$ cat src/rtl/kuznechik_cipher_arbiter.sv
// rtl/kuznechik_cipher_arbiter.sv - round-robin arbiter sharing one kuznechik core
// Sequences issue/wait/response/ack per transaction; a watchdog turns core stalls into error responses plus a core reset.
module kuznechik_cipher_arbiter #(
   parameter int N_REQ          = 4,
   parameter int TIMEOUT_CYCLES = 1024,
   parameter int RST_CYCLES     = 2
) (
   input  logic                       clk_i,
   input  logic                       rst_i,
   input  logic [N_REQ-1:0]           req_valid_i,
   output logic [N_REQ-1:0]           req_ready_o,
   input  logic [N_REQ*128-1:0]       req_data_i,
   output logic [N_REQ-1:0]           rsp_valid_o,
   input  logic [N_REQ-1:0]           rsp_ready_i,
   output logic [127:0]               rsp_data_o,
   output logic                       rsp_err_o,
   output logic [$clog2(N_REQ)-1:0]   active_id_o,
   output logic                       core_rstn_o,
   output logic                       core_req_o,
   output logic                       core_ack_o,
   output logic [127:0]               core_data_o,
   input  logic                       core_busy_i,
   input  logic                       core_valid_i,
   input  logic [127:0]               core_data_i
);
   localparam int ID_W = $clog2(N_REQ);
   localparam int WD_W = $clog2(TIMEOUT_CYCLES + 1);
   localparam int RC_W = (RST_CYCLES > 1) ? $clog2(RST_CYCLES) : 1;

   typedef enum logic [2:0] {
      S_IDLE, S_ISSUE, S_WAIT, S_RESP, S_ACK, S_RECOVER
   } state_t;

   state_t            state_q, state_d;
   logic [ID_W-1:0]   rr_q, rr_d;
   logic [ID_W-1:0]   active_id_q, active_id_d;
   logic [WD_W-1:0]   wdog_q, wdog_d;
   logic [RC_W-1:0]   rcnt_q, rcnt_d;
   logic [127:0]      core_data_q, core_data_d;
   logic [127:0]      rsp_data_q, rsp_data_d;
   logic              rsp_err_q, rsp_err_d;
   logic              core_rstn_q, core_rstn_d;

   logic              gnt_found;
   logic [ID_W-1:0]   gnt_id;
   logic [ID_W-1:0]   scan_id;
   logic [N_REQ-1:0]  req_ready;
   logic [N_REQ-1:0]  rsp_valid;

   // First valid requester at or after the rr pointer, wrapping modulo N_REQ.
   always_comb begin
      gnt_found = 1'b0;
      gnt_id    = '0;
      scan_id   = '0;
      for (int i = 0; i < N_REQ; i++) begin
         scan_id = ID_W'((int'(rr_q) + i) % N_REQ);
         if (!gnt_found && req_valid_i[scan_id]) begin
            gnt_found = 1'b1;
            gnt_id    = scan_id;
         end
      end
   end

   always_comb begin
      req_ready = '0;
      if (state_q == S_IDLE && core_rstn_q && gnt_found) begin
         req_ready[gnt_id] = 1'b1;
      end
      rsp_valid = '0;
      if (state_q == S_RESP) begin
         rsp_valid[active_id_q] = 1'b1;
      end
   end

   always_comb begin
      state_d     = state_q;
      rr_d        = rr_q;
      active_id_d = active_id_q;
      wdog_d      = wdog_q;
      rcnt_d      = rcnt_q;
      core_data_d = core_data_q;
      rsp_data_d  = rsp_data_q;
      rsp_err_d   = rsp_err_q;
      core_rstn_d = core_rstn_q;
      case (state_q)
         S_IDLE: begin
            core_rstn_d = 1'b1;
            if (req_ready != '0) begin
               core_data_d = req_data_i[int'(gnt_id)*128 +: 128];
               active_id_d = gnt_id;
               rr_d        = ID_W'((int'(gnt_id) + 1) % N_REQ);
               state_d     = S_ISSUE;
            end
         end
         S_ISSUE: begin
            if (!core_busy_i) begin
               wdog_d  = '0;
               state_d = S_WAIT;
            end
         end
         S_WAIT: begin
            if (wdog_q != WD_W'(TIMEOUT_CYCLES)) begin
               wdog_d = wdog_q + 1'b1;
            end
            // A result arriving on the watchdog's last cycle still counts as success.
            if (core_valid_i) begin
               rsp_data_d = core_data_i;
               rsp_err_d  = 1'b0;
               state_d    = S_RESP;
            end else if (wdog_d == WD_W'(TIMEOUT_CYCLES)) begin
               rsp_data_d = '0;
               rsp_err_d  = 1'b1;
               state_d    = S_RESP;
            end
         end
         S_RESP: begin
            if (rsp_ready_i[active_id_q]) begin
               if (rsp_err_q) begin
                  core_rstn_d = 1'b0;
                  rcnt_d      = '0;
                  state_d     = S_RECOVER;
               end else begin
                  state_d = S_ACK;
               end
            end
         end
         S_ACK: begin
            state_d = S_IDLE;
         end
         S_RECOVER: begin
            if (rcnt_q == RC_W'(RST_CYCLES - 1)) begin
               core_rstn_d = 1'b1;
               state_d     = S_IDLE;
            end else begin
               rcnt_d = rcnt_q + 1'b1;
            end
         end
         default: begin
            state_d = S_IDLE;
         end
      endcase
   end

   always_ff @(posedge clk_i) begin
      if (rst_i) begin
         state_q     <= S_IDLE;
         rr_q        <= '0;
         active_id_q <= '0;
         wdog_q      <= '0;
         rcnt_q      <= '0;
         core_data_q <= '0;
         rsp_data_q  <= '0;
         rsp_err_q   <= 1'b0;
         core_rstn_q <= 1'b0;
      end else begin
         state_q     <= state_d;
         rr_q        <= rr_d;
         active_id_q <= active_id_d;
         wdog_q      <= wdog_d;
         rcnt_q      <= rcnt_d;
         core_data_q <= core_data_d;
         rsp_data_q  <= rsp_data_d;
         rsp_err_q   <= rsp_err_d;
         core_rstn_q <= core_rstn_d;
      end
   end

   // The request pulse follows busy combinationally so it fires on the cycle busy falls.
   assign core_req_o  = (state_q == S_ISSUE) && !core_busy_i;
   assign core_ack_o  = (state_q == S_ACK);
   assign req_ready_o = req_ready;
   assign rsp_valid_o = rsp_valid;
   assign rsp_data_o  = rsp_data_q;
   assign rsp_err_o   = rsp_err_q;
   assign active_id_o = active_id_q;
   assign core_rstn_o = core_rstn_q;
   assign core_data_o = core_data_q;
endmodule
$ cat config.mk
export PLATFORM = sky130hd
export DESIGN_NAME = kuznechik_cipher_arbiter
export DESIGN_NICKNAME = d
export VERILOG_FILES = /design/src/rtl/kuznechik_cipher_arbiter.sv
export SDC_FILE = /design/constraint.sdc
export NUM_CORES = 1
export LEC_CHECK = 0
export CAP_MARGIN = 15
export CORE_AREA = 2 2 357 359
export DETAILED_ROUTE_END_ITERATION = 8
export DIE_AREA = 0 0 359 361
export PLACE_DENSITY = 0.39
export SETUP_SLACK_MARGIN = 0.02
export SLEW_MARGIN = 20
export SYNTH_ARGS = -nofsm -noshare
export SYNTH_HDL_FRONTEND = slang
export SYNTH_SLANG_ARGS = --single-unit
$ cat constraint.sdc
create_clock -name clk_i -period 3.6 [get_ports clk_i]
set_input_delay 1.08 -clock clk_i [delete_from_list [all_inputs] [get_ports clk_i]]
set_output_delay 1.08 -clock clk_i [all_outputs]
set_load 0.02 [all_outputs]
# Word level (Yosys, flattened, before mapping)

Cells that the tools add are included.

$add $sub $neg: 6
$lt $le $gt $ge: 8
Equality and inequality tests: 13
Shift operators: 1
Mux-type cells: 46
Reductions and logical operators: 24

Operators with widths:

| operator                                                             | count |
|---|---|
| 512-bit by 10-bit indexed part select with 128-bit output            | 1 |
| 128-bit two-way mux                                                  | 2 |
| 11-bit two-way mux                                                   | 3 |
| 11-bit one-hot mux with 2 select lines                               | 1 |
| 2-bit by 3-bit < comparator with 1-bit output, second input constant | 6 |
| 1-bit two-way mux                                                    | 18 |
| 3-bit two-way mux                                                    | 6 |
| 3-bit one-hot mux with 5 select lines                                | 1 |
| 11-bit by 1-bit adder with 11-bit output, second input constant      | 1 |
| 11-bit == test, second input constant                                | 1 |
| 11-bit != test, second input constant                                | 1 |
| 1-bit binary-select mux with 2-bit select                            | 5 |
| 1-bit logical AND                                                    | 8 |
| 2-bit two-way mux                                                    | 4 |
| 4-bit two-way mux                                                    | 2 |
| 3-bit by 2-bit == test with 1-bit output, second input constant      | 2 |
| 3-bit == test, second input constant                                 | 2 |
| 2-bit != test, second input constant                                 | 3 |
| 2-bit AND reduction                                                  | 3 |
| 2-bit nonzero test                                                   | 3 |
| 5-bit AND reduction                                                  | 1 |
| 2-bit by 1-bit adder with 2-bit output, second input constant        | 2 |
| 2-bit adder, second input constant                                   | 2 |
| 1-bit demux with 2-bit select                                        | 2 |
| 13 further kinds                                                     | 18 |

Bits in registers: 277
Bits of input ports: 652
Output and inout bits: 270
Logic and storage cells: 107

# Longest topological paths before layout

Depth after elaboration: 20
Mapped depth: 10
Gate-level depth less buffers: 8

# Worst setup path after synthesis

No wires, ideal clock.

Path kind: input to output
From: input port req_valid_i[0]
To: output port req_ready_o[3]
Arrival: 2.453 ns
Required time: 2.520 ns
Setup slack: 0.067 ns
Cell stages on the path: 8
Path buffers: 3
Cells stage by stage: nor2b_1 -> a211o_1 -> a21oi_1 -> buf_4 -> buf_8 -> buf_6 -> nand2_1 -> nor2_1

Longest elaborated chain between the ends: 17
Elaborated cells between the ends (all ways): 29
Classes of those cells: 2 x order compare; 19 x mux; 8 x reduce/logical

RTL lines:

| item                                                                                                                                                       | line | text |
|---|---|---|
| start: declaration                                                                                                                                         | 10   | `input logic [N_REQ-1:0] req_valid_i,` |
| 1-bit binary-select mux with 2-bit select                                                                                                                  | 57   | `if (!gnt_found && req_valid_i[scan_id]) begin` |
| 1-bit two-way mux (implied by the code)                                                                                                                    | 57   |  |
| 1-bit two-way mux                                                                                                                                          | 57   |  |
| 1-bit logical NOT                                                                                                                                          | 57   |  |
| 1-bit logical AND                                                                                                                                          | 57   |  |
| 1-bit two-way mux                                                                                                                                          | 57   |  |
| 1-bit logical NOT                                                                                                                                          | 57   |  |
| 1-bit logical AND                                                                                                                                          | 57   |  |
| 1-bit two-way mux                                                                                                                                          | 57   |  |
| 1-bit logical NOT                                                                                                                                          | 57   |  |
| 1-bit logical AND                                                                                                                                          | 57   |  |
| 2-bit two-way mux                                                                                                                                          | 57   |  |
| 2-bit by 3-bit < comparator with 1-bit output (implied by the code) / 2-bit by 1-bit greater-or-equal comparator with 1-bit output (equally long branches) | 67   | `req_ready[gnt_id] = 1'b1;` |
| 1-bit logical AND (implied by the code)                                                                                                                    | 67   |  |
| 1-bit two-way mux (implied by the code)                                                                                                                    | 67   |  |
| 1-bit demux with 2-bit select                                                                                                                              | 67   |  |
| 4-bit two-way mux (*)                                                                                                                                      | 66   | `if (state_q == S_IDLE && core_rstn_q && gnt_found) begin` |
| end: declaration                                                                                                                                           | 11   | `output logic [N_REQ-1:0] req_ready_o,` |

Mark *: on every way between the ends. The rest lies on a longest branch, timed or not. The select of a mux whose other input is x is not followed.

# Worst setup path after layout

From: input port req_valid_i[3]
To: output port req_ready_o[1]

The elaborated chain is that of the path after synthesis.

==> results.md <==
- Largest net degree at the start of global routing: roughly 100
- CTS Root Cell: clkbuf_16
- Lkg Pwr: 0.00960 µW
- Starting Density: 0.113
- Setup violators final: 0
- Design area: 26800 µm²
- Post-DP Area: 25300 µm²
- Core outline area: 125000 µm²
- Vias per cell: ~3.6
- Worst hold start: rsp_data_o[21]
- Final setup skew: 63.4 ps
- Post-synth top flop: dfxtp_1
- Max Buffers Root-to-Sink: 3
- Gr usage total: 0.130
- Post-synthesis cell area: 14200 µm²
- Slew @ Worst Pin: 627 ps
- CP endpoint kind: primary output
- Flops & latches, synth: 277
- Clk pin slew, worst setup/hold paths: 60 ps
- VDD IR max: between 200 and 250 µV
- DRC violations left: 0
- Buf/Inv on CP: 3
- Min cycle time layout: 3520 ps
- Clock sinks: 277
- Cells after Synth: around 1300
- H-Tree Depth: 2
- Total of max-cap violations: 0
- RSZ-0062 raised after global routing: yes
- WHS Path Cells: 1
- Cell Rows: 130
- ANT nets after route: 0
- R2r setup slk: 970 ps
- Worst Reg2Reg Path Length in Cells: 7
- CP max FO: 4
- Die X: 359 µm
- Fmax: 0.284 GHz
- Die area: about 130000 µm²
- DIE HEIGHT: 361 µm
- First-pass GRT wire length: 120 mm
- CTS tree: built
- Slew HR: 0.582
- Total chip power: 11800 µW
- Wirelength per Cell: ~23 µm
- Crit Path Category: in2out
- Status: finished clean
- Number of global-route vias before repair: 14700
- Most frequent cells in the layout: clkdlybuf4s50_1, dfxtp_1, mux2i_1
- Final #Nets: 2895
- WP data arrival: 2440 ps
- Initial antenna violation count: 35
- Library cells used by synthesis: 57
- WHS Endpoint: rsp_data_o[21]
- Fin. Hold Viols: 0
- GP Congestion: 0.801
- Reg2reg start: rr_q[1]
- Num CTS Buffers: 42
- Hold_buf cts: 0
- DP Wirelength: 72.2 mm
- Area delta synth->final: 88.6%
- Post-synth EDFFs: 0
- Worst hold path type: reg2reg
- Remaining Overflow, GRT: 0
- Seq/Total Area, Yosys: 0.390
- Number of port buffers: a little over 900
- First DRT Iteration DRCs: 597
- Power Density: 440 nW/µm²
- Commonest non-fill, non-tap cell in the layout: clkdlybuf4s50_1
- Fin util: 0.214
- Cell family with most CP delay: simple AND/OR/NAND/NOR gates
- Routed Wire Length: 88.4 mm
- Slowest stage delay, CP: 540 ps
- Share of cells above drive strength 1: 0.131
- Worst reg2reg path endpoint: core_data_o[90]
- Worst skew pair latency: 630 ps
- Syn avg cell area: roughly 11 µm²
- CP Cell Sequence: clkdlybuf4s15_1, or4_4, nand3_4, nor3_2, buf_4, and3_4, buf_6
- CP max-delay cell: or4_4
- Net Count, Synth: approximately 2000
- Vias: 14200
- Yosys warnings: 0
- Fraction of registers with async set or reset after synthesis: 0
- Fin crit share: 0.977
- CP required: 2520 ps
- Max Slew Vio Count: 0
- 1st-pass router iterations: 5
- I/O Pins: 922
- Startpoint Class: input pin
logic make-up after synthesis:
group / count (synthesis) / share of synthesized area
AOI/OAI and AO/OA: 308 / 0.149
and+or+nand+nor: 223 / 0.102
buffers and inverters: 133 / 0.0716
xor gates and xnor gates: 3 / 0.00185
muxes: 386 / 0.284
adders and majority gates: 2 / 0.00176
DFF: 277 / 0.390
layer usage:
metal,part of all wire,up-vias,GRT usage
met1,0.39,6605,0.144
met5,0.0018,-,0
met3,0.081,117,0.0469
li1,-,6810,-
met4,0.015,24,0.0207
met2,0.51,616,0.240
how the worst max path moves through the flow:
stage	from	to	slack [ps]	cells after the start
4_1_cts	state_q[2]	rsp_valid_o[1]	10	4
3_3_place_gp	req_valid_i[1]	req_ready_o[2]	-400	8
2_1_floorplan	req_valid_i[0]	req_ready_o[3]	70	8
6_report	req_valid_i[3]	req_ready_o[1]	80	7
5_1_grt	state_q[2]	rsp_valid_o[1]	10	4
3_5_place_dp	req_valid_i[2]	req_ready_o[2]	-390	8
timing repair:
| item | in CTS | in global routing |
|---|---|---|
| setup buffers | 2 | 2 |
| pin swaps | 1 | 5 |
| endpoints found under the setup margin | 8 | 6 |
| resized for setup | 17 | 12 |
Yosys cell counts (all sizes together), types with 2 or more instances:
cell type / count / area [µm²]
nand2: 18 / 67.6
a311oi: 2 / 17.5
inv: 10 / 37.5
mux2i: 257 / 2570
nand2b: 2 / 12.5
o21ai: 141 / 706
nand3: 8 / 40.0
buf: 56 / 714
a22oi: 3 / 22.5
a211oi: 4 / 30.0
xor2: 2 / 17.5
ha: 2 / 25.0
mux2: 128 / 1440
or4: 2 / 15.0
nor3: 14 / 81.3
nand3b: 128 / 961
a21oi: 16 / 80.1
dfxtp: 277 / 5550
nor2: 30 / 123
or2: 2 / 12.5
clkbuf: 67 / 267
a22o: 129 / 1130
nor3b: 2 / 15.0
nand4: 5 / 37.5
nor4: 2 / 12.5
and3: 5 / 31.3
state kept, by name (all words and copies together), names as in the netlist:
signal / cells
core_rstn_o: 1
rsp_err_o: 1
rsp_data_o: 128
rr_q: 2
rcnt_q: 1
core_data_o: 128
wdog_q: 11
active_id_o: 2
state_q: 3
cell type report:
type	instances	area, µm²
multi-input combinational	922	7760
tap	1650	2060
timing repair buffer	988	9980
fill	13700	98600
sequential	277	5550
clock buffer	60	1190
inverter	10	40.0
clock inverter	16	245
antenna	2	5.00
stage by stage:
step / TNS, ps / instances / worst slack, ps / hold WS [ps]
3_5_place_dp: -13380 / 3843 / -387 / 456
6_report: 0 / 3925 / 82.3 / 471
2_1_floorplan: 0 / 1332 / 67.3 / 492
4_1_cts: 0 / 3921 / 9.89 / 474
5_1_grt: 0 / 3923 / 9.87 / 486
3_3_place_gp: -8250 / 3843 / -403 / 456
power breakdown:
| group | switching [µW] | internal, µW | leakage (µW) | total (µW) |
|---|---|---|---|---|
| Combinational | 1850 | 2100 | 0.00666 | 3950 |
| Sequential | 193 | 3360 | 0.00225 | 3550 |
| Clock | 1750 | 2540 | 0.000686 | 4300 |
Note: power is estimated with default switching activity, not from simulation.
